[config.mk]
export PLATFORM = sky130hd
export DESIGN_NAME = hid_evq
export DESIGN_NICKNAME = d
export VERILOG_FILES = /design/src/rtl/hid_evq.sv
export SDC_FILE = /design/constraint.sdc
export NUM_CORES = 1
export LEC_CHECK = 0
export ABC_AREA = 0
export BUFFER_PORTS_ARGS = -buffer_cell sky130_fd_sc_hd__clkbuf_2
export CAP_MARGIN = 20
export CORE_MARGIN = 2
export CORE_UTILIZATION = 30
export CTS_CLUSTER_DIAMETER = 120
export DETAILED_ROUTE_END_ITERATION = 12
export HOLD_SLACK_MARGIN = 0.03
export PLACE_DENSITY = 0.47
export SYNTH_ARGS = -nofsm -noshare
export SYNTH_HDL_FRONTEND = slang
export SYNTH_SLANG_ARGS = --single-unit
[constraint.sdc]
create_clock -name clk -period 2.9 [get_ports clk]
set_input_delay 0.29 -clock clk [delete_from_list [all_inputs] [get_ports clk]]
set_output_delay 0.29 -clock clk [all_outputs]
set_load 0.05 [all_outputs]
[src/rtl/hid_evq.sv]
// hid_evq: MCU byte-stream HID command parser with a rate-limited keyboard/mouse event queue,
// joystick registers, DB9 change interrupt and LCTRL+LAMIGA+RAMIGA reset-combo detection.
module hid_evq #(
    parameter int unsigned NUM_JOY    = 2,
    parameter int unsigned FIFO_DEPTH = 8,
    parameter int unsigned EVT_GAP    = 32
) (
    input  logic                 clk,
    input  logic                 reset_n,
    input  logic                 data_in_strobe,
    input  logic                 data_in_start,
    input  logic [7:0]           data_in,
    output logic [7:0]           data_out,
    input  logic [5:0]           db9_port,
    output logic                 irq,
    input  logic                 iack,
    output logic [2:0]           mouse_buttons,
    output logic                 kbd_mouse_level,
    output logic [1:0]           kbd_mouse_type,
    output logic [7:0]           kbd_mouse_data,
    output logic                 kbd_reset,
    output logic [8*NUM_JOY-1:0] joystick
);
    localparam int unsigned PtrW = $clog2(FIFO_DEPTH);
    localparam int unsigned CntW = $clog2(FIFO_DEPTH + 1);
    localparam int unsigned GapW = (EVT_GAP > 1) ? $clog2(EVT_GAP) : 1;

    logic [7:0]           cmd_q, cmd_d, data_out_q, data_out_d, device_q, device_d;
    logic [3:0]           state_q, state_d;
    logic [8*NUM_JOY-1:0] joy_q, joy_d;
    logic [2:0]           buttons_q, buttons_d;
    logic                 lctrl_q, lctrl_d, lamiga_q, lamiga_d, ramiga_q, ramiga_d;
    logic                 combo_prev_q, combo_prev_d, kbd_reset_q, kbd_reset_d;
    logic                 overflow_q, overflow_d, irq_q, irq_d, irq_en_q, irq_en_d;
    logic [5:0]           db9_s1_q, db9_s2_q;
    logic [PtrW-1:0]      wr_ptr_q, wr_ptr_d, rd_ptr_q, rd_ptr_d;
    logic [CntW-1:0]      count_q, count_d;
    logic [GapW-1:0]      gap_q, gap_d;
    logic                 level_q, level_d;
    logic [1:0]           type_q, type_d;
    logic [7:0]           evdata_q, evdata_d;

    logic [9:0]           mem [FIFO_DEPTH];
    logic [9:0]           push_entry, rd_entry;
    logic                 push, push_ok, pop, full, combo;
    logic [6:0]           key;
    logic [7:0]           cnt_ext;
    logic [3:0]           cnt_sat;

    // Raw codes 0x68..0x7f have no Amiga key and map to the "no key" code 0x7f.
    assign key      = (data_in[6:0] >= 7'h68) ? 7'h7f : data_in[6:0];
    assign full     = (count_q == CntW'(FIFO_DEPTH));
    assign pop      = (gap_q == '0) && (count_q != '0);
    assign combo    = lctrl_q & lamiga_q & ramiga_q;
    assign cnt_ext  = 8'(count_q);
    assign cnt_sat  = (cnt_ext > 8'd15) ? 4'hf : cnt_ext[3:0];
    assign rd_entry = mem[rd_ptr_q];

    always_comb begin
        cmd_d        = cmd_q;
        state_d      = state_q;
        data_out_d   = data_out_q;
        device_d     = device_q;
        joy_d        = joy_q;
        buttons_d    = buttons_q;
        lctrl_d      = lctrl_q;
        lamiga_d     = lamiga_q;
        ramiga_d     = ramiga_q;
        overflow_d   = overflow_q;
        irq_d        = irq_q;
        irq_en_d     = irq_en_q;
        push         = 1'b0;
        push_entry   = '0;
        combo_prev_d = combo;
        kbd_reset_d  = combo & ~combo_prev_q;

        if (irq_en_q && (db9_s1_q != db9_s2_q)) begin
            irq_d    = 1'b1;
            irq_en_d = 1'b0;
        end

        if (data_in_strobe && data_in_start) begin
            cmd_d   = data_in;
            state_d = '0;
        end else if (data_in_strobe) begin
            if (state_q != 4'hf) state_d = state_q + 4'd1;
            case (cmd_q)
                8'd0: begin
                    case (state_q)
                        4'd0: data_out_d = 8'h02;
                        4'd1: data_out_d = 8'h00;
                        4'd2: begin
                            data_out_d = {overflow_q, 3'b000, cnt_sat};
                            overflow_d = 1'b0;
                        end
                        default: ;
                    endcase
                end
                8'd1: begin
                    if (state_q == 4'd0) begin
                        if (key != 7'h7f) begin
                            push       = 1'b1;
                            push_entry = {2'd2, data_in[7], key};
                        end
                        if (key == 7'h63) lctrl_d  = ~data_in[7];
                        if (key == 7'h66) lamiga_d = ~data_in[7];
                        if (key == 7'h67) ramiga_d = ~data_in[7];
                    end
                end
                8'd2: begin
                    case (state_q)
                        4'd0: buttons_d = data_in[2:0];
                        4'd1: begin
                            push       = 1'b1;
                            push_entry = {2'd0, data_in};
                        end
                        4'd2: begin
                            push       = 1'b1;
                            push_entry = {2'd1, data_in};
                        end
                        default: ;
                    endcase
                end
                8'd3: begin
                    if (state_q == 4'd0) begin
                        device_d = data_in;
                    end else if (state_q == 4'd1) begin
                        for (int unsigned i = 0; i < NUM_JOY; i++) begin
                            if (device_q == 8'(i)) joy_d[8*i +: 8] = data_in;
                        end
                    end
                end
                8'd4: begin
                    data_out_d = {2'b00, db9_s2_q};
                    if (state_q == 4'd0) irq_en_d = 1'b1;
                end
                default: ;
            endcase
        end

        if (iack) irq_d = 1'b0;

        // A push into a full queue is dropped even when a pop frees a slot this cycle.
        push_ok = push && !full;
        if (push && full) overflow_d = 1'b1;

        wr_ptr_d = push_ok ? wr_ptr_q + PtrW'(1) : wr_ptr_q;
        count_d  = count_q;
        case ({push_ok, pop})
            2'b10:   count_d = count_q + CntW'(1);
            2'b01:   count_d = count_q - CntW'(1);
            default: ;
        endcase

        rd_ptr_d = rd_ptr_q;
        level_d  = level_q;
        type_d   = type_q;
        evdata_d = evdata_q;
        gap_d    = (gap_q != '0) ? gap_q - GapW'(1) : gap_q;
        if (pop) begin
            rd_ptr_d = rd_ptr_q + PtrW'(1);
            level_d  = ~level_q;
            type_d   = rd_entry[9:8];
            evdata_d = rd_entry[7:0];
            gap_d    = GapW'(EVT_GAP - 1);
        end
    end

    always_ff @(posedge clk) begin
        if (push_ok) mem[wr_ptr_q] <= push_entry;
    end

    always_ff @(posedge clk or negedge reset_n) begin
        if (!reset_n) begin
            cmd_q        <= '0;
            state_q      <= '0;
            data_out_q   <= '0;
            device_q     <= '0;
            joy_q        <= '0;
            buttons_q    <= '0;
            lctrl_q      <= 1'b0;
            lamiga_q     <= 1'b0;
            ramiga_q     <= 1'b0;
            combo_prev_q <= 1'b0;
            kbd_reset_q  <= 1'b0;
            overflow_q   <= 1'b0;
            irq_q        <= 1'b0;
            irq_en_q     <= 1'b0;
            db9_s1_q     <= '0;
            db9_s2_q     <= '0;
            wr_ptr_q     <= '0;
            rd_ptr_q     <= '0;
            count_q      <= '0;
            gap_q        <= '0;
            level_q      <= 1'b0;
            type_q       <= '0;
            evdata_q     <= '0;
        end else begin
            cmd_q        <= cmd_d;
            state_q      <= state_d;
            data_out_q   <= data_out_d;
            device_q     <= device_d;
            joy_q        <= joy_d;
            buttons_q    <= buttons_d;
            lctrl_q      <= lctrl_d;
            lamiga_q     <= lamiga_d;
            ramiga_q     <= ramiga_d;
            combo_prev_q <= combo_prev_d;
            kbd_reset_q  <= kbd_reset_d;
            overflow_q   <= overflow_d;
            irq_q        <= irq_d;
            irq_en_q     <= irq_en_d;
            db9_s1_q     <= db9_port;
            db9_s2_q     <= db9_s1_q;
            wr_ptr_q     <= wr_ptr_d;
            rd_ptr_q     <= rd_ptr_d;
            count_q      <= count_d;
            gap_q        <= gap_d;
            level_q      <= level_d;
            type_q       <= type_d;
            evdata_q     <= evdata_d;
        end
    end

    assign data_out        = data_out_q;
    assign irq             = irq_q;
    assign mouse_buttons   = buttons_q;
    assign kbd_mouse_level = level_q;
    assign kbd_mouse_type  = type_q;
    assign kbd_mouse_data  = evdata_q;
    assign kbd_reset       = kbd_reset_q;
    assign joystick        = joy_q;

endmodule

==> results.ini <==
[outcome]
status = finished, final reports clean

[logic_synthesis]
synth_edf_count = 80
synth.most_common_cell = dfrtp_1
synth_cell_types = 55
ys_seq_elements = 172
avgSynthCellArea_um2 = 15.5
syn-num-nets = 491
yosysWarningCount = 0
synth_top_area_share_pct = 33.5
seq_area_frac_synth_pct = 65.7
syn_area_um2 = 7160
synth_cells = 462
yosys.area.top_type = edfxtp_1
ys_top_cells_by_count = dfrtp_1, edfxtp_1, mux2_2
synth_ff_type = dfrtp_1
synth.area.top_cells = edfxtp_1, dfrtp_1, mux4_2, mux2_2, mux2i_1
async_reset_ff_share_pct = 53.5

[critical_path]
cp_slowest_cell = or4b_2
path_common_cell = xor2_1
cp_slowest_stage_delay_ns = 0.64
endpoint_kind = register
start_kind = register
path_max_fanout = 5
worstPathRequired_ns = 3.21
worstPathCellList = inv_1 > ha_1 > or4b_2 > nand2b_1 > inv_1 > ha_4 > xor2_1 > ha_1 > a21oi_1 > xor2_1 > nor2_1 > xor2_1
crit_arrival_ns = 2.98
path_class = reg -> reg

[layout]
insertedDiodeCount = 0
post-route-util_pct = 36.8
fin_nets = 579
postLayoutCellArea_um2 = 8650
area.growth.synth_to_final_pct = 20.7
drive_gt1_share_pct = 33.6
final_cells = 882

[timing]
min_period_ns = 2.67
setup_violations = 0
skew_ns = 0.0108
drv_slew = 0
slew_headroom_pct = 48.7
min_period_over_period_pct = 92.1
worst_slew_pin_slew_ns = 0.770
hold_viol = 0
clock.fmax_mhz = 374
rsz0062_at_grt = no
finalSetupTns_ns = 0

[power]
ir_drop_v = 0.000305
p_leak_uw = 0.00373
powerDensity_nw_per_um2 = 703

[die]
fp.dieArea_um2 = 25100
die_y_um = 159
core_um2 = 23500
die_w_um = 159
floorplan.rows = 56
ios = 59
start_util_pct = 30.5

[clock_network]
cts-htree-levels = 4
cts_buffers = 17
clk_path_buf_depth = 2
clock_latency_ns = 0.43
tritoncts = yes
cts_root_buf = clkbuf_16
clock-sinks = 172
postCtsSetupRepairBufs = 0
clk_pin_slew_ns = 0.06

[global_route]
grt_overflow = 0
grt_pass1_vias = 4226
grt_usage_pct = 12.9
grt_max_degree = 49
antenna_found_initial = 0
grt_pass1_wl_um = 24000

[route]
totalWireLength_um = 15200
drt_pre_antenna_iters = 6
vias = 4089
wire_per_inst_um = 17.2
drc_errors = 0
drtAntennaViolNets = 0
via_per_inst = 4.64
drtIter0Drc = 238

[job]
maxCapViolCount = 0

[placed_design]
dp_cells = 843
io_buffer_count = 57
dp_hpwl_um = 10200
dpl_cell_area_um2 = 7970
gp_congestion = 0.750

[hold_path]
hp-class = in -> reg

## power breakdown
| part | internal [uW] | switching [uW] |
|---|---|---|
| Sequential | 2690 | 172 |
| Clock | 1290 | 984 |
| Combinational | 378 | 563 |
| Total | 4360 | 1720 |
## state kept, by name, indices dropped and copies added, names as in the netlist, 2 cells and up
| signal | count |
|---|---|
| cmd_q | 8 |
| data_out | 7 |
| db9_s1_q | 6 |
| joystick | 16 |
| wr_ptr_q | 3 |
| kbd_mouse_data | 8 |
| device_q | 8 |
| gap_q | 5 |
| count_q | 4 |
| kbd_mouse_type | 2 |
| rd_ptr_q | 3 |
| db9_s2_q | 6 |
| mouse_buttons | 3 |
| state_q | 4 |
| mem | 80 |
## cell families (layout without fill, tap and decap cells)
group                      Yosys count  after routing  synth area share, %
DFF                                172            172                 65.7
other                                1              1               0.0524
adders and majority gates           10             10                 1.75
xor gates and xnor gates            16             16                 1.96
buffers and inverters               34            135                 2.13
and+or+nand+nor                    112            112                 9.52
AOI/OAI and AO/OA                   38             38                 3.23
muxes                               79             79                 15.7
## final timing paths
path	startpoint	endpoint	slack [ns]	depth (start not counted)
max	gap_q[0]	count_q[2]	0.23	12
min	iack	irq	0.11	2
max reg2reg	gap_q[0]	count_q[2]	0.23	12
min reg2reg	db9_s1_q[1]	db9_s2_q[1]	0.40	0
max in group asynchronous	reset_n	joystick[10]	1.78	3
min in group asynchronous	reset_n	db9_s1_q[4]	0.43	2
## metrics by stage
step / hold slack, ns / power [uW] / setup WS, ns
after CTS: 0.0926 / 6170 / 0.156
final: 0.110 / 6080 / 0.229
after detailed placement: 0.358 / 3870 / 0.157
after global routing: 0.0971 / 6380 / 0.0362
after global placement: 0.344 / 3830 / 0.249
after floorplan: -0.00559 / 3580 / -0.153
## metal layers
layer / up-vias / wire [um] / global-route usage (%)
met5: - / 0 / 0
met4: 0 / 240 / 4.85
met3: 17 / 426 / 2.75
met2: 68 / 7480 / 21.3
met1: 2094 / 7030 / 16.8
li1: 1910 / - / -
## critical path, delay by kind of cell, from the launching register on
family / cells / cell delay [ns]
xor+xnor: 3 / 0.36
fa+ha+maj: 3 / 0.56
flops: 1 / 0.41
buf+inv: 2 / 0.19
simple gates: 3 / 0.89
compound gates: 1 / 0.15
## layout make-up
class | count | area, um^2
clock inverters | 9 | 72.6
inverters | 15 | 56.3
clock buffers | 23 | 522
flip-flops and latches | 172 | 4700
well taps | 319 | 399
repair buffers | 88 | 551
fillers | 2260 | 14800
multi-input cells | 256 | 2340
## repair_timing
| action | CTS | global route |
|---|---|---|
| endpoints found under the setup margin | 0 | 1 |
| resized for setup | 0 | 2 |
| hold buffers | 7 | 0 |
| endpoints found under the hold margin | 50 | 0 |
## layout by cell type, fill, tap and decap left out, types with 6 or more instances in the layout
| master | count |
|---|---|
| dfrtp_1 | 92 |
| edfxtp_1 | 80 |
| clkbuf_2 | 56 |
| mux2_2 | 34 |
| nand2_1 | 29 |
| buf_4 | 24 |
| mux4_2 | 20 |
| clkbuf_16 | 20 |
| mux2i_1 | 17 |
| inv_1 | 15 |
| o21ai_0 | 15 |
| and3_1 | 11 |
| nor4_1 | 9 |
| ha_1 | 9 |
| xor2_1 | 8 |
| nor2_1 | 8 |
| xnor2_1 | 8 |
| a21oi_1 | 8 |
| mux2_4 | 8 |
| nand4_1 | 7 |
| dlygate4sd3_1 | 7 |
| nor3_1 | 6 |
| nand3_1 | 6 |
Power figures use the tool's default switching activity.
